==> src/rtl/wb_stage.sv <==
`default_nettype none
// ============================================================================
//  Module   : wb_stage
//  Brief    : RV32I writeback stage. Retires instructions from MEM, holds
//             loads until the memory read response arrives, aligns and
//             extends load data, and drives one registered regfile write per
//             retirement. Keeps a retired-instruction counter and a sticky
//             protocol/format error flag.
//  Revision : 1.0 - initial release
// ============================================================================
module wb_stage #(
    parameter int XLEN       = 32,
    parameter int REG_ADDR_W = 5,
    parameter int CNT_W      = 64
) (
    input  logic                  clk,
    input  logic                  rst,
    input  logic                  rdy,
    input  logic                  in_valid,
    output logic                  in_ready,
    input  logic                  in_we,
    input  logic [REG_ADDR_W-1:0] in_waddr,
    input  logic [XLEN-1:0]       in_wdata,
    input  logic                  in_is_load,
    input  logic [2:0]            in_funct3,
    input  logic [1:0]            in_addr_lo,
    input  logic                  mem_rvalid,
    input  logic [XLEN-1:0]       mem_rdata,
    output logic                  we,
    output logic [REG_ADDR_W-1:0] waddr,
    output logic [XLEN-1:0]       wdata,
    output logic                  stall_req,
    output logic [CNT_W-1:0]      instret,
    output logic                  err
);

    typedef enum logic [0:0] {
        S_IDLE     = 1'b0,
        S_WAIT_MEM = 1'b1
    } state_t;

    localparam logic [CNT_W-1:0] C_CNT_ONE = {{(CNT_W-1){1'b0}}, 1'b1};

    state_t                  state_q, state_d;
    logic                    we_q, we_d;
    logic [REG_ADDR_W-1:0]   waddr_q, waddr_d;
    logic [XLEN-1:0]         wdata_q, wdata_d;
    logic [CNT_W-1:0]        instret_q, instret_d;
    logic                    err_q, err_d;
    // Pending-load context captured at accept time.
    logic                    intent_q, intent_d;
    logic [2:0]              funct3_q, funct3_d;
    logic [1:0]              addr_lo_q, addr_lo_d;

    logic                    w_accept;
    logic [7:0]              w_byte;
    logic [15:0]             w_half;
    logic [XLEN-1:0]         w_ld_data;
    logic                    w_fmt_ok;
    logic                    w_misalign;

    // Accept only when running, out of reset and not waiting on memory.
    assign in_ready  = rdy & rst & (state_q == S_IDLE);
    assign w_accept  = in_valid & in_ready;
    assign stall_req = (state_q == S_WAIT_MEM);

    assign we      = we_q;
    assign waddr   = waddr_q;
    assign wdata   = wdata_q;
    assign instret = instret_q;
    assign err     = err_q;

    // Byte picked by the full byte offset, halfword by offset bit 1 only, so a
    // misaligned halfword still returns the enclosing aligned halfword.
    assign w_byte = mem_rdata[{addr_lo_q, 3'b000} +: 8];
    assign w_half = addr_lo_q[1] ? mem_rdata[31:16] : mem_rdata[15:0];

    // Load data alignment/extension and format checking.
    always_comb begin
        w_ld_data  = '0;
        w_fmt_ok   = 1'b1;
        w_misalign = 1'b0;
        case (funct3_q)
            3'b000: w_ld_data = {{(XLEN-8){w_byte[7]}}, w_byte};
            3'b001: begin
                w_ld_data  = {{(XLEN-16){w_half[15]}}, w_half};
                w_misalign = addr_lo_q[0];
            end
            3'b010: begin
                w_ld_data  = mem_rdata;
                w_misalign = |addr_lo_q;
            end
            3'b100: w_ld_data = {{(XLEN-8){1'b0}}, w_byte};
            3'b101: begin
                w_ld_data  = {{(XLEN-16){1'b0}}, w_half};
                w_misalign = addr_lo_q[0];
            end
            default: w_fmt_ok = 1'b0;
        endcase
    end

    // Next-state and registered-output logic; we defaults low so it pulses.
    always_comb begin
        state_d   = state_q;
        we_d      = 1'b0;
        waddr_d   = waddr_q;
        wdata_d   = wdata_q;
        instret_d = instret_q;
        err_d     = err_q;
        intent_d  = intent_q;
        funct3_d  = funct3_q;
        addr_lo_d = addr_lo_q;
        case (state_q)
            S_IDLE: begin
                if (mem_rvalid) begin
                    err_d = 1'b1;
                end
                if (w_accept) begin
                    waddr_d = in_waddr;
                    if (in_is_load) begin
                        intent_d  = in_we;
                        funct3_d  = in_funct3;
                        addr_lo_d = in_addr_lo;
                        state_d   = S_WAIT_MEM;
                    end else begin
                        we_d      = in_we & (|in_waddr);
                        wdata_d   = in_wdata;
                        instret_d = instret_q + C_CNT_ONE;
                    end
                end
            end
            S_WAIT_MEM: begin
                if (mem_rvalid) begin
                    we_d      = intent_q & (|waddr_q) & w_fmt_ok;
                    wdata_d   = w_ld_data;
                    instret_d = instret_q + C_CNT_ONE;
                    if (!w_fmt_ok || w_misalign) begin
                        err_d = 1'b1;
                    end
                    state_d   = S_IDLE;
                end
            end
            default: state_d = S_IDLE;
        endcase
    end

    // State registers; rdy=0 freezes everything, including the we pulse.
    always_ff @(posedge clk or negedge rst) begin
        if (!rst) begin
            state_q   <= S_IDLE;
            we_q      <= 1'b0;
            waddr_q   <= '0;
            wdata_q   <= '0;
            instret_q <= '0;
            err_q     <= 1'b0;
            intent_q  <= 1'b0;
            funct3_q  <= 3'b000;
            addr_lo_q <= 2'b00;
        end else if (rdy) begin
            state_q   <= state_d;
            we_q      <= we_d;
            waddr_q   <= waddr_d;
            wdata_q   <= wdata_d;
            instret_q <= instret_d;
            err_q     <= err_d;
            intent_q  <= intent_d;
            funct3_q  <= funct3_d;
            addr_lo_q <= addr_lo_d;
        end
    end

endmodule
`default_nettype wire
==> config.mk <==
export PLATFORM = sky130hd
export DESIGN_NAME = wb_stage
export DESIGN_NICKNAME = d
export VERILOG_FILES = /design/src/rtl/wb_stage.sv
export SDC_FILE = /design/constraint.sdc
export NUM_CORES = 1
export LEC_CHECK = 0
export BUFFER_PORTS_ARGS = -buffer_cell sky130_fd_sc_hd__buf_2
export CORE_AREA = 5 5 147 149
export CTS_CLUSTER_SIZE = 24
export DETAILED_ROUTE_END_ITERATION = 16
export DIE_AREA = 0 0 152 154
export PLACE_DENSITY = 0.6
export SLEW_MARGIN = 20
export SYNTH_ARGS = -nofsm -noshare
export SYNTH_HDL_FRONTEND = slang
export SYNTH_SLANG_ARGS = --single-unit
==> constraint.sdc <==
create_clock -name clk -period 2.3 [get_ports clk]
set_input_delay 0.23 -clock clk [delete_from_list [all_inputs] [get_ports clk]]
set_output_delay 0.23 -clock clk [all_outputs]
set_load 0.02 [all_outputs]
==> results of run 1 <==
==> report_power, final <==
group	leakage [nW]	internal, W	total, W	switching (W)
clock network	0.149	0.000894	0.00168	0.000783
registers	1.39	0.00219	0.00237	0.000181
logic	2.03	0.000591	0.00156	0.000967
total	3.56	0.00367	0.00560	0.00193
==> registers in the layout (all words and copies together) (netlist names) <==
signal     flops
err            1
waddr          5
intent_q       1
instret       64
addr_lo_q      2
funct3_q       3
wdata         32
we             1
stall_req      1
==> worst min-delay path, stage by stage <==
cell                      delay, ns
sky130_fd_sc_hd__buf_2         0.09
sky130_fd_sc_hd__nand2_1       0.04
sky130_fd_sc_hd__nand2_1       0.05
==> Yosys cell counts, types with 7 or more instances <==
library cell,count
sky130_fd_sc_hd__a21oi_1,53
sky130_fd_sc_hd__and3_1,11
sky130_fd_sc_hd__clkbuf_1,21
sky130_fd_sc_hd__dfrtp_1,110
sky130_fd_sc_hd__mux2_2,7
sky130_fd_sc_hd__mux2i_1,8
sky130_fd_sc_hd__nand2_1,51
sky130_fd_sc_hd__nand3_1,28
sky130_fd_sc_hd__nand4_1,15
sky130_fd_sc_hd__nor2_1,64
sky130_fd_sc_hd__nor3_1,12
sky130_fd_sc_hd__nor4_1,16
sky130_fd_sc_hd__o21ai_0,16
sky130_fd_sc_hd__o22ai_1,17
sky130_fd_sc_hd__xnor2_1,31
sky130_fd_sc_hd__xor2_1,32
==> layout by cell type, fill, tap and decap left out, types with 7 or more instances in the layout <==
master                        n
sky130_fd_sc_hd__dfrtp_1    109
sky130_fd_sc_hd__mux2i_1      8
sky130_fd_sc_hd__a21oi_1     53
sky130_fd_sc_hd__o22ai_1     17
sky130_fd_sc_hd__mux2_2       7
sky130_fd_sc_hd__xnor2_1     31
sky130_fd_sc_hd__clkbuf_16    9
sky130_fd_sc_hd__xor2_1      32
sky130_fd_sc_hd__o21ai_0     16
sky130_fd_sc_hd__nand3_1     28
sky130_fd_sc_hd__buf_4       31
sky130_fd_sc_hd__nor3_1      12
sky130_fd_sc_hd__and3_1      11
sky130_fd_sc_hd__nor2_1      64
sky130_fd_sc_hd__buf_2      184
sky130_fd_sc_hd__nor4_1      15
sky130_fd_sc_hd__nand2_1     51
sky130_fd_sc_hd__nand4_1     15
==> how the worst max path moves through the flow <==
| stage | start | to | slack (ns) | cells past startpoint |
|---|---|---|---|---|
| 2_1_floorplan | instret[11]$_DFFE_PN0P_ | instret[61]$_DFFE_PN0P_ | 0.11 | 5 |
| 3_3_place_gp | instret[13]$_DFFE_PN0P_ | instret[61]$_DFFE_PN0P_ | 0.15 | 5 |
| 3_5_place_dp | instret[13]$_DFFE_PN0P_ | instret[61]$_DFFE_PN0P_ | 0.13 | 5 |
| 4_1_cts | instret[13]$_DFFE_PN0P_ | instret[61]$_DFFE_PN0P_ | 0.1 | 5 |
| 5_1_grt | stall_req$_DFFE_PN0P_ | instret[28]$_DFFE_PN0P_ | 0.002 | 7 |
| 6_report | instret[13]$_DFFE_PN0P_ | instret[59]$_DFFE_PN0P_ | 0.15 | 5 |
==> cell families (layout without fill, tap and decap cells) <==
group | after synthesis | in the layout
compound gates | 115 | 115
xor+xnor | 63 | 63
fa+ha+maj | 1 | 1
buf+inv | 32 | 240
flops | 110 | 110
mux | 16 | 16
simple gates | 230 | 230
==> routing by layer <==
layer | vias up | part of all wire [%]
li1 | 2452 | -
met1 | 2481 | 43
met2 | 205 | 47
met3 | 24 | 7.9
met4 | 2 | 1.7
met5 | - | 0.038
==> cell type report <==
type | instances | area share, %
clock buffer | 10 | 3.29
clock inverter | 6 | 1.05
inverter | 7 | 0.361
multi-input combinational | 425 | 36.4
sequential | 110 | 37.9
tap | 270 | 4.64
timing repair buffer | 217 | 16.4
==> metrics by stage <==
stage	cells	utilization [%]	setup WS, ns	power [W]	hold slack (ns)
3_5_place_dp	1029	34.7	0.127	0.00399	0.442
3_3_place_gp	1029	34.7	0.153	0.00396	0.442
6_report	1045	36.3	0.150	0.00560	0.0795
2_1_floorplan	567	-	0.109	0.00331	-0.0656
5_1_grt	1045	36.3	0.00212	0.00589	0.0784
4_1_cts	1045	36.3	0.0961	0.00568	0.0673
==> timing repair <==
item | 4_1_cts | 5_1_grt
gates resized for setup | 0 | 4
hold buffers | 0 | 0
endpoints found under the setup margin | 0 | 2
==> impl_table.tex, run 1 <==
\begin{tabular}{lr}
\hline
Metric & Value \\
\hline
\multicolumn{2}{l}{\textbf{Status}} \\
\quad Run status & completed \\
\multicolumn{2}{l}{\textbf{Synthesis}} \\
\quad Syn Area/Cell & $\sim$10 sq um \\
\quad Count of synthesis-stage warnings from yosys & 0 \\
\quad Number of register bits inferred by synthesis & 110 \\
\quad Xor and xnor fraction of the mapped netlist area & 10.0\% \\
\quad Number of enable flip-flop cells after synthesis & 0 \\
\quad Mux contribution to synthesized area & approximately 3.3\% \\
\quad Main area contributors after synthesis & sky130\_fd\_sc\_hd\_\_dfrtp\_1, sky130\_fd\_sc\_hd\_\_xor2\_1, sky130\_fd\_sc\_hd\_\_xnor2\_1 \\
\quad Number of standard cells after synthesis & 567 \\
\quad Synthesized netlist net count & approximately 650 \\
\quad Post-synthesis instance area & approximately 0.0055 sq mm \\
\quad Main flop type after synthesis & sky130\_fd\_sc\_hd\_\_dfrtp\_1 \\
\quad Sequential share of the synthesized area & about 50\% \\
\quad Share of the synthesized area in compound gates (AO/OA/AOI/OAI) & between 10\% and 20\% \\
\quad Share of the synthesized area in the top cell type & roughly 50\% \\
\quad Post-synthesis adder-cell area fraction & less than 1\% \\
\quad Post-synthesis simple-gate area fraction & between 20\% and 30\% \\
\quad Async set-or-reset flop fraction in the synthesized netlist & between 90\% and 100\% \\
\quad Synth area leader & sky130\_fd\_sc\_hd\_\_dfrtp\_1 \\
\quad Distinct cell type count after synthesis & 54 \\
\quad Main combinational cell family by area after synthesis & simple AND/OR/NAND/NOR gates \\
\multicolumn{2}{l}{\textbf{STA}} \\
\quad Final worst path period share & just over 90\% \\
\quad Max-Slew Margin vs Limit & 38.1\% \\
\quad Slew at the pin closest to its max-slew limit & $\sim$0.93 ns \\
\quad Setup repair after global routing missed its margin & no \\
\quad Skew final & 0.00815 ns \\
\quad Final hold viol count & 0 \\
\quad Final number of max-transition violations & 0 \\
\quad Final setup fails & 0 \\
\quad Post-route minimum period & between 2 and 2.5 ns \\
\quad Achievable Freq & about 470 MHz \\
\quad Setup TNS after final layout & 0 ns \\
\multicolumn{2}{l}{\textbf{Final layout}} \\
\quad Area of the multi-input gates & around 0.0026 sq mm \\
\quad Area added between synthesis and finish & 31.9\% \\
\quad Number of fill cells in the layout & approximately 2100 \\
\quad \# nets final & roughly 850 \\
\quad Layout cell share with drive strength beyond 1 & between 30\% and 40\% \\
\quad Diode count & 0 \\
\quad FF/Latch Area & between 0.002 and 0.003 sq mm \\
\quad Cell area after layout & about 0.0073 sq mm \\
\multicolumn{2}{l}{\textbf{GRT}} \\
\quad Met2 GRT Util & 25.6\% \\
\quad GR met1 Demand/Resource & around 19\% \\
\quad Global routing usage summed across all routing layers & between 10\% and 20\% \\
\quad GRT met3 Usage & 5.03\% \\
\quad Antenna violations before repair & 1 \\
\quad Most used routing layer in global routing & met2 \\
\quad Number of global-route vias before repair & about 5200 \\
\quad Overall overflow remaining after global route & 0 \\
\quad Global-route wire length before repair & $\sim$29000 um \\
\quad Pin count of the biggest net entering global routing & 67 \\
\multicolumn{2}{l}{\textbf{Drt}} \\
\quad Antenna viol nets, final & 0 \\
\quad Number of DRC markers in iteration 0 & approximately 260 \\
\quad DRC violations left & 0 \\
\quad Detailed-route wire length & roughly 18000 um \\
\quad 1st-pass router iterations & 4 \\
\quad Average routed wire per standard cell & between 15 and 20 um \\
\quad Total via count after detailed routing & roughly 5200 \\
\quad Via-to-Cell Ratio & $\sim$4.9 \\
\multicolumn{2}{l}{\textbf{Place}} \\
\quad Post-Place Cell Area & approximately 0.0070 sq mm \\
\quad Number of buffers inserted by port buffering & around 190 \\
\quad Final RePlAce weighted congestion & $\sim$0.85 \\
\quad DP Wirelength & roughly 14000 um \\
\multicolumn{2}{l}{\textbf{Setup path}} \\
\quad Setup slack of the most critical reg-to-reg path & roughly 0.15 ns \\
\quad Biggest fanout along the worst timing path & 5 \\
\quad Setup crit end kind & flop \\
\quad Worst R2R Path Depth & 5 \\
\quad Reg2reg end & instret[59]\$\_DFFE\_PN0P\_ \\
\quad Critical path cell sequence & nand4\_2 -> or3\_1 -> or4\_4 -> nor4\_1 -> xor2\_1 \\
\quad Kind of cell adding the most delay to the critical path & simple AND/OR/NAND/NOR gates \\
\quad WP data arrival & 2.43 ns \\
\quad Startpoint types & flop \\
\quad Worst reg2reg startpoint & instret[13]\$\_DFFE\_PN0P\_ \\
\quad Worst Path Required & 2.58 ns \\
\quad Cell with the largest stage delay on the worst path & sky130\_fd\_sc\_hd\_\_or4\_4 \\
\quad Crit path kind & reg2reg \\
\quad Delay of the slowest cell on the worst path & roughly 0.55 ns \\
\quad Buffers \& Inverters on Critical Path & 0 \\
\multicolumn{2}{l}{\textbf{Power}} \\
\quad Leakage dissipation & about 3.6 nW \\
\quad Power per unit of standard cell area & between 700 and 800 mW/mm\^{}2 \\
\quad Worst voltage drop across the vdd grid & 0.000451 V \\
\multicolumn{2}{l}{\textbf{Clock network}} \\
\quad Clock latency of the later-clocked register in the worst-skew pair & about 0.36 ns \\
\quad H-tree depth & 3 \\
\quad Clock tree from TritonCTS & done \\
\quad Number of buffers created by CTS & 9 \\
\quad Root buffer cell & sky130\_fd\_sc\_hd\_\_clkbuf\_16 \\
\quad CTS sink cnt & 110 \\
\quad Clock transition at the register clock pins on the worst setup and hold paths after CTS & roughly 0.080 ns \\
\quad Worst-case clock buffer depth & 2 \\
\quad Buffers inserted by post-CTS timing repair & 0 \\
\multicolumn{2}{l}{\textbf{Flow run}} \\
\quad Number of max-capacitance violations reported & 0 \\
\multicolumn{2}{l}{\textbf{Floorplan}} \\
\quad Core region area & roughly 0.020 sq mm \\
\quad Die Outline Area & 0.0234 sq mm \\
\quad Width of the die & around 150 um \\
\quad Number of standard-cell rows in the floorplan & 52 \\
\quad Chip Height & between 150 and 200 um \\
\quad Initial Utilization & between 20\% and 30\% \\
\quad Io pins & roughly 190 \\
\multicolumn{2}{l}{\textbf{Hold path}} \\
\quad Critical hold path startpoint & in\_waddr[0] \\
\quad Hold EP & waddr[0]\$\_DFFE\_PN0P\_ \\
\quad Worst Hold Path Cells & 3 \\
\quad Class of the most critical hold timing path & in2reg \\
\hline
\end{tabular}
Power figures use the tool's default switching activity.
==> run 2, diff against run 1 <==
--- a/config.mk
+++ b/config.mk
@@ -11,6 +11,7 @@
 export DETAILED_ROUTE_END_ITERATION = 16
 export DIE_AREA = 0 0 152 154
 export PLACE_DENSITY = 0.6
+export RECOVER_POWER = 50
 export SLEW_MARGIN = 20
 export SYNTH_ARGS = -nofsm -noshare
 export SYNTH_HDL_FRONTEND = slang
==> run 2 against run 1 <==
Effect of this change: setup slack worse by 0.0012 ns; non-clock buffer count unchanged; global-route usage did not move; register-to-register slack hardly changed; sequential share of layout area increased by 0.67 points; critical path type unchanged.
==> impl_table.tex, run 2 (synthesized netlist as in run 1, its figures left out) <==
\begin{tabular}{lr}
\hline
Metric & Value \\
\hline
\multicolumn{2}{l}{\textbf{Status}} \\
\quad Run status & completed (unchanged) \\
\multicolumn{2}{l}{\textbf{Final layout}} \\
\quad Layout cell share with drive strength beyond 1 & 20.5\% (was 32.8\%) \\
\quad \# nets final & 852 (unchanged) \\
\quad Diode count & 0 (unchanged) \\
\quad Most common library cell in the layout ignoring fill and taps & sky130\_fd\_sc\_hd\_\_dfrtp\_1 (was sky130\_fd\_sc\_hd\_\_buf\_2) \\
\quad Number of fill cells in the layout & 2165 (was 2116) \\
\quad Area added between synthesis and finish & 29.6\% (was 31.9\%) \\
\quad Final Instance Count excl. Fillers & 1045 (unchanged) \\
\quad Max reg flops & 64 (unchanged) \\
\quad Share of the core filled with cells & 35.7\% (was 36.3\%) \\
\quad Most used cells in the layout excluding fill and tap cells & sky130\_fd\_sc\_hd\_\_dfrtp\_1, sky130\_fd\_sc\_hd\_\_clkbuf\_1, sky130\_fd\_sc\_hd\_\_buf\_2 (was sky130\_fd\_sc\_hd\_\_buf\_2, sky130\_fd\_sc\_hd\_\_dfrtp\_1, sky130\_fd\_sc\_hd\_\_nor2\_1) \\
\multicolumn{2}{l}{\textbf{Drt}} \\
\quad Via-to-Cell Ratio & 4.94 (about the same) \\
\quad Number of DRC markers in iteration 0 & 262 (was 259) \\
\quad Average routed wire per standard cell & 17.6 um (about the same) \\
\quad Detailed-route wire length & 18400 um (about the same) \\
\quad 1st-pass router iterations & 4 (unchanged) \\
\quad Total via count after detailed routing & 5159 (was 5164) \\
\quad DRC violations left & 0 (unchanged) \\
\quad Antenna viol nets, final & 0 (unchanged) \\
\multicolumn{2}{l}{\textbf{Setup path}} \\
\quad Delay of the slowest cell on the worst path & 0.55 ns (about the same) \\
\quad Reg2reg end & instret[59]\$\_DFFE\_PN0P\_ (unchanged) \\
\quad Crit path kind & reg2reg (unchanged) \\
\quad Biggest fanout along the worst timing path & 5 (unchanged) \\
\quad Critical Path Source & instret[13]\$\_DFFE\_PN0P\_ (unchanged) \\
\quad Startpoint types & flop (unchanged) \\
\quad WP data arrival & 2.43 ns (about the same) \\
\quad Worst setup path endpoint & instret[59]\$\_DFFE\_PN0P\_ (unchanged) \\
\quad Setup slack of the most critical reg-to-reg path & 0.15 ns (about the same) \\
\quad Worst reg2reg startpoint & instret[13]\$\_DFFE\_PN0P\_ (unchanged) \\
\quad Worst Path Required & 2.58 ns (about the same) \\
\quad Cell with the largest stage delay on the worst path & sky130\_fd\_sc\_hd\_\_or4\_4 (unchanged) \\
\quad Worst R2R Path Depth & 5 (unchanged) \\
\quad Setup crit end kind & flop (unchanged) \\
\quad Critical path cell sequence & nand4\_2 -> or3\_1 -> or4\_4 -> nor4\_1 -> xor2\_1 (unchanged) \\
\multicolumn{2}{l}{\textbf{Clock network}} \\
\quad CTS sink cnt & 110 (unchanged) \\
\quad H-tree depth & 3 (unchanged) \\
\quad Gates resized, CTS repair & 0 (unchanged) \\
\quad Worst-case clock buffer depth & 2 (unchanged) \\
\quad Clock transition at the register clock pins on the worst setup and hold paths after CTS & 0.08 ns (about the same) \\
\quad Number of hold buffers added after cts & 0 (unchanged) \\
\quad Clock latency of the later-clocked register in the worst-skew pair & 0.36 ns (about the same) \\
\quad Clock tree from TritonCTS & done (unchanged) \\
\quad Buffers inserted by post-CTS timing repair & 0 (unchanged) \\
\quad Root buffer cell & sky130\_fd\_sc\_hd\_\_clkbuf\_16 (unchanged) \\
\quad Number of buffers created by CTS & 9 (unchanged) \\
\multicolumn{2}{l}{\textbf{STA}} \\
\quad Max-Slew Margin vs Limit & 38.7\% (was 38.1\%) \\
\quad Setup TNS after final layout & 0 ns (unchanged) \\
\quad Final setup fails & 0 (unchanged) \\
\quad Final worst path period share & 93.5\% (about the same) \\
\quad Final number of max-transition violations & 0 (unchanged) \\
\quad Slew at the pin closest to its max-slew limit & 0.920 ns (was 0.928 ns) \\
\quad Skew final & 0.00748 ns (was 0.00815 ns) \\
\quad Achievable Freq & 465 MHz (about the same) \\
\quad Final hold viol count & 0 (unchanged) \\
\quad Setup repair after global routing missed its margin & no (unchanged) \\
\quad Post-route minimum period & 2.15 ns (about the same) \\
\multicolumn{2}{l}{\textbf{Floorplan}} \\
\quad Initial Utilization & 27.5\% (unchanged) \\
\quad Number of standard-cell rows in the floorplan & 52 (unchanged) \\
\quad Die Outline Area & 0.0234 sq mm (unchanged) \\
\quad Io pins & 186 (unchanged) \\
\quad Core region area & 0.0200 sq mm (unchanged) \\
\quad Chip Height & 154 um (unchanged) \\
\quad Width of the die & 152 um (unchanged) \\
\multicolumn{2}{l}{\textbf{Place}} \\
\quad Placed Cells & 1029 (unchanged) \\
\quad Number of buffers inserted by port buffering & 185 (unchanged) \\
\quad DP Wirelength & 13900 um (unchanged) \\
\quad Final RePlAce weighted congestion & 0.854 (unchanged) \\
\multicolumn{2}{l}{\textbf{GRT}} \\
\quad Global-route wire length before repair & 29200 um (unchanged) \\
\quad Global routing usage summed across all routing layers & 15.4\% (unchanged) \\
\quad Antenna violations before repair & 1 (unchanged) \\
\quad Pin count of the biggest net entering global routing & 67 (unchanged) \\
\quad Number of global-route vias before repair & 5238 (unchanged) \\
\quad Overall overflow remaining after global route & 0 (unchanged) \\
\multicolumn{2}{l}{\textbf{Power}} \\
\quad Power per unit of standard cell area & 776 mW/mm\^{}2 (was 771 mW/mm\^{}2) \\
\quad Clock power frac & 30.2\% (was 29.9\%) \\
\quad Portion of total power attributed to combinational logic & 26.9\% (was 27.8\%) \\
\quad Worst voltage drop across the vdd grid & 0.000446 V (was 0.000451 V) \\
\quad Reported net switching power & 0.00194 W (was 0.00193 W) \\
\quad Leakage dissipation & 3.24 nW (was 3.56 nW) \\
\quad Cell internal pwr & 0.00361 W (was 0.00367 W) \\
\quad Flop pwr share & 42.9\% (was 42.3\%) \\
\quad Sw frac & 35.0\% (was 34.5\%) \\
\multicolumn{2}{l}{\textbf{Flow run}} \\
\quad Number of max-capacitance violations reported & 0 (unchanged) \\
\multicolumn{2}{l}{\textbf{Hold path}} \\
\quad Class of the most critical hold timing path & in2reg (unchanged) \\
\hline
\end{tabular}
[run 2: power groups by stage]
stage / logic (W) / registers [W] / clock network, W
floorplan: 0.000638 / 0.00267 / 0
global placement: 0.00156 / 0.00240 / 0
detailed placement: 0.00159 / 0.00240 / 0
CTS: 0.00158 / 0.00237 / 0.00172
global route: 0.00163 / 0.00241 / 0.00178
finish: 0.00149 / 0.00238 / 0.00168
[run 2: worst min-delay path by stage]
stage,from,endpoint,slack (ns),cells after the start
after global routing,in_waddr[1],waddr[1]$_DFFE_PN0P_,0.08,3
after floorplan,rst,addr_lo_q[0]$_DFFE_PN0P_,-0.07,0
after CTS,in_waddr[0],waddr[0]$_DFFE_PN0P_,0.07,3
after global placement,in_waddr[0],waddr[0]$_DFFE_PN0P_,0.44,3
final,in_waddr[0],waddr[0]$_DFFE_PN0P_,0.08,3
after detailed placement,in_waddr[4],waddr[4]$_DFFE_PN0P_,0.44,3
[run 2: per-layer routing]
metal	part of all wire (%)	global-route usage (%)	vias to the layer above
met4	1.7	4.15	2
met5	0.038	0	-
met1	43	19.5	2469
met3	8.0	5.03	24
met2	47	25.6	208
li1	-	-	2456
[run 2: per-stage QoR]
stage                     total power (W)  hold WS [ns]  instance area [sq um]  worst slack (ns)
after detailed placement          0.00399         0.442                   6950             0.127
after global placement            0.00396         0.442                   6950             0.153
final                             0.00555        0.0781                   7150             0.149
after floorplan                   0.00331       -0.0656                   5510             0.109
after CTS                         0.00568        0.0673                   7270            0.0961
after global routing              0.00582        0.0784                   7150           0.00275
[run 2: cell type report]
cell class              count  area (sq um)  area share (%)
repair buffers            217          1070            14.9
clock inverters             6          76.3            1.07
well taps                 270           338            4.73
flip-flops and latches    110          2750            38.5
clock buffers              10           239            3.34
inverters                   7          26.3           0.368
multi-input cells         425          2650            37.0
[run 2: critical path, delay by kind of cell, from the launching register on]
family	cells	cell delay, ns
flip-flops	1	0.41
AND/OR/NAND/NOR	4	1.50
XOR/XNOR	1	0.17
==> run 3, diff against run 2 <==
--- a/config.mk
+++ b/config.mk
@@ -6,10 +6,10 @@
 export NUM_CORES = 1
 export LEC_CHECK = 0
 export BUFFER_PORTS_ARGS = -buffer_cell sky130_fd_sc_hd__buf_2
-export CORE_AREA = 5 5 147 149
+export CORE_AREA = 8 8 150 152
 export CTS_CLUSTER_SIZE = 24
 export DETAILED_ROUTE_END_ITERATION = 16
-export DIE_AREA = 0 0 152 154
+export DIE_AREA = 0 0 158 160
 export PLACE_DENSITY = 0.6
 export RECOVER_POWER = 50
 export SLEW_MARGIN = 20
==> run 3 against run 2 <==
Effect of this change: critical path depth is the same; count of clock-buffer cells in the layout grew 1; via count shrank 0.37%.
==> impl_table.tex, run 3 (synthesized netlist as in run 1, its figures left out) <==
\begin{tabular}{lr}
\hline
Metric & Value \\
\hline
\multicolumn{2}{l}{\textbf{Status}} \\
\quad Run status & completed (unchanged) \\
\multicolumn{2}{l}{\textbf{Floorplan}} \\
\quad Initial Utilization & 27.5\% (unchanged) \\
\quad Chip Height & 160 um (was 154 um) \\
\quad Width of the die & 158 um (was 152 um) \\
\quad Die Outline Area & 0.0253 sq mm (was 0.0234 sq mm) \\
\quad Number of standard-cell rows in the floorplan & 52 (unchanged) \\
\quad Io pins & 186 (unchanged) \\
\quad Core region area & 0.0200 sq mm (unchanged) \\
\multicolumn{2}{l}{\textbf{Flow run}} \\
\quad Number of max-capacitance violations reported & 0 (unchanged) \\
\multicolumn{2}{l}{\textbf{Power}} \\
\quad Portion of total power attributed to combinational logic & 27.7\% (was 26.9\%) \\
\quad Clock power frac & 28.5\% (was 30.2\%) \\
\quad Reported net switching power & 0.00192 W (was 0.00194 W) \\
\quad Flop pwr share & 43.7\% (was 42.9\%) \\
\quad Cell internal pwr & 0.00351 W (was 0.00361 W) \\
\quad Sw frac & 35.3\% (was 35.0\%) \\
\quad Leakage dissipation & 3.43 nW (was 3.24 nW) \\
\quad Worst voltage drop across the vdd grid & 0.000359 V (was 0.000446 V) \\
\quad Power per unit of standard cell area & 755 mW/mm\^{}2 (was 776 mW/mm\^{}2) \\
\multicolumn{2}{l}{\textbf{Setup path}} \\
\quad Biggest fanout along the worst timing path & 5 (unchanged) \\
\quad Setup crit end kind & flop (unchanged) \\
\quad Worst Path Required & 2.58 ns (about the same) \\
\quad Crit path kind & reg2reg (unchanged) \\
\quad WP data arrival & 2.38 ns (was 2.43 ns) \\
\quad Startpoint types & flop (unchanged) \\
\multicolumn{2}{l}{\textbf{Clock network}} \\
\quad Clock transition at the register clock pins on the worst setup and hold paths after CTS & 0.08 ns (about the same) \\
\quad Root buffer cell & sky130\_fd\_sc\_hd\_\_clkbuf\_16 (unchanged) \\
\quad Number of buffers created by CTS & 9 (unchanged) \\
\quad Clock latency of the later-clocked register in the worst-skew pair & 0.35 ns (was 0.36 ns) \\
\quad CTS sink cnt & 110 (unchanged) \\
\quad H-tree depth & 3 (unchanged) \\
\quad Number of hold buffers added after cts & 0 (unchanged) \\
\quad Clock tree from TritonCTS & done (unchanged) \\
\quad Worst-case clock buffer depth & 2 (unchanged) \\
\multicolumn{2}{l}{\textbf{STA}} \\
\quad Achievable Freq & 475 MHz (was 465 MHz) \\
\quad Final worst path period share & 91.5\% (was 93.5\%) \\
\quad Post-route minimum period & 2.11 ns (was 2.15 ns) \\
\quad Final number of max-transition violations & 0 (unchanged) \\
\quad Skew final & 0.0121 ns (was 0.00748 ns) \\
\quad Final setup fails & 0 (unchanged) \\
\quad Final worst hold slack & 0.0783 ns (was 0.0781 ns) \\
\quad Final hold viol count & 0 (unchanged) \\
\quad Least setup slack across all paths after layout & 0.195 ns (was 0.149 ns) \\
\quad Slew at the pin closest to its max-slew limit & 0.632 ns (was 0.920 ns) \\
\quad Setup TNS after final layout & 0 ns (unchanged) \\
\quad Max-Slew Margin vs Limit & 57.9\% (was 38.7\%) \\
\quad Setup repair after global routing missed its margin & no (unchanged) \\
\multicolumn{2}{l}{\textbf{Final layout}} \\
\quad Final Instance Count excl. Fillers & 1049 (was 1045) \\
\quad Area added between synthesis and finish & 30.5\% (was 29.6\%) \\
\quad Most common library cell in the layout ignoring fill and taps & sky130\_fd\_sc\_hd\_\_buf\_2 (was sky130\_fd\_sc\_hd\_\_dfrtp\_1) \\
\quad Max reg flops & 64 (unchanged) \\
\quad Most used cells in the layout excluding fill and tap cells & sky130\_fd\_sc\_hd\_\_buf\_2, sky130\_fd\_sc\_hd\_\_dfrtp\_1, sky130\_fd\_sc\_hd\_\_nor2\_1 (was sky130\_fd\_sc\_hd\_\_dfrtp\_1, sky130\_fd\_sc\_hd\_\_clkbuf\_1, sky130\_fd\_sc\_hd\_\_buf\_2) \\
\quad \# nets final & 856 (was 852) \\
\quad Cell area after layout & 0.00719 sq mm (was 0.00715 sq mm) \\
\quad Layout cell share with drive strength beyond 1 & 25.9\% (was 20.5\%) \\
\quad Diode count & 0 (unchanged) \\
\quad Number of fill cells in the layout & 2145 (was 2165) \\
\multicolumn{2}{l}{\textbf{Drt}} \\
\quad Detailed-route wire length & 18700 um (was 18400 um) \\
\quad Number of DRC markers in iteration 0 & 270 (was 262) \\
\quad Antenna viol nets, final & 0 (unchanged) \\
\quad Via-to-Cell Ratio & 4.90 (was 4.94) \\
\quad Total via count after detailed routing & 5140 (was 5159) \\
\quad 1st-pass router iterations & 4 (unchanged) \\
\quad Average routed wire per standard cell & 17.8 um (was 17.6 um) \\
\quad DRC violations left & 0 (unchanged) \\
\multicolumn{2}{l}{\textbf{Place}} \\
\quad Post-Place Cell Area & 0.00698 sq mm (was 0.00695 sq mm) \\
\quad Number of buffers inserted by port buffering & 185 (unchanged) \\
\quad Setup WS pre-CTS & 0.135 ns (was 0.127 ns) \\
\quad Final RePlAce weighted congestion & 0.854 (about the same) \\
\quad Placed Cells & 1033 (was 1029) \\
\quad DP Wirelength & 14400 um (was 13900 um) \\
\multicolumn{2}{l}{\textbf{GRT}} \\
\quad Global-route wire length before repair & 29200 um (about the same) \\
\quad Pin count of the biggest net entering global routing & 113 (was 67) \\
\quad Global routing usage summed across all routing layers & 14.7\% (was 15.4\%) \\
\quad Number of global-route vias before repair & 5238 (unchanged) \\
\quad Overall overflow remaining after global route & 0 (unchanged) \\
\quad Antenna violations before repair & 2 (was 1) \\
\multicolumn{2}{l}{\textbf{Hold path}} \\
\quad Class of the most critical hold timing path & in2reg (unchanged) \\
\hline
\end{tabular}
run 3: cell count changes in the layout (fill, tap and decap cells not counted), sizes merged:
cell	before	now
buf	122	168
bufinv	1	0
clkbuf	105	64
clkinv	2	3
clkinvlp	2	0
inv	8	9
run 3: power groups by stage:
stage | sequential, W | clock, W | combinational [W]
floorplan | 0.00267 | 0 | 0.000638
finish | 0.00238 | 0.00155 | 0.00151
global placement | 0.00240 | 0 | 0.00159
CTS | 0.00237 | 0.00159 | 0.00160
detailed placement | 0.00240 | 0 | 0.00160
global route | 0.00241 | 0.00167 | 0.00166
run 3: critical path, stage by stage, from the launching register on:
cell                        delay, ns
sky130_fd_sc_hd__dfrtp_1         0.39
sky130_fd_sc_hd__and4bb_2        0.38
sky130_fd_sc_hd__o2111ai_1       0.15
sky130_fd_sc_hd__or4_4           0.59
sky130_fd_sc_hd__nor4_1          0.35
sky130_fd_sc_hd__xor2_1          0.17
run 3: path summary, 6_finish.rpt:
path,slack (ns),to,cells past startpoint,startpoint
worst min register to register,0.48,instret[63]$_DFFE_PN0P_,1,instret[63]$_DFFE_PN0P_
worst min-delay path,0.08,waddr[2]$_DFFE_PN0P_,3,in_waddr[2]
max in group asynchronous,1.59,wdata[22]$_DFFE_PN0P_,2,rst
worst max register to register,0.19,instret[59]$_DFFE_PN0P_,5,stall_req$_DFFE_PN0P_
min in group asynchronous,0.21,instret[27]$_DFFE_PN0P_,2,rst
worst max-delay path,0.19,instret[59]$_DFFE_PN0P_,5,stall_req$_DFFE_PN0P_
run 3: through the flow:
step | total power (W) | util [%]
global placement | 0.00399 | 34.8
CTS | 0.00556 | 36.2
detailed placement | 0.00400 | 34.8
floorplan | 0.00331 | -
global route | 0.00574 | 35.9
finish | 0.00543 | 35.9
run 3: final cells by class:
type	instances	area, sq um	share of cell area [%]
tap	270	338	4.70
clock inverter	5	40.0	0.557
timing repair buffer	221	1150	16.1
inverter	7	26.3	0.365
multi-input combinational	425	2640	36.7
sequential	110	2750	38.3
clock buffer	11	243	3.37
run 3: layer usage:
metal | global-route usage, % | up-vias | wire [um]
li1 | - | 2467 | -
met1 | 18.1 | 2446 | 7960
met2 | 24.0 | 202 | 8690
met3 | 5.10 | 21 | 1780
met4 | 3.99 | 4 | 257
met5 | 0 | - | 22
run 3: timing repair:
action / in CTS / in global routing
endpoints found under the setup margin: 0 / 1
gates resized for setup: 0 / 1
buffers inserted: 0 / 0
hold endpoints to repair: 0 / 0
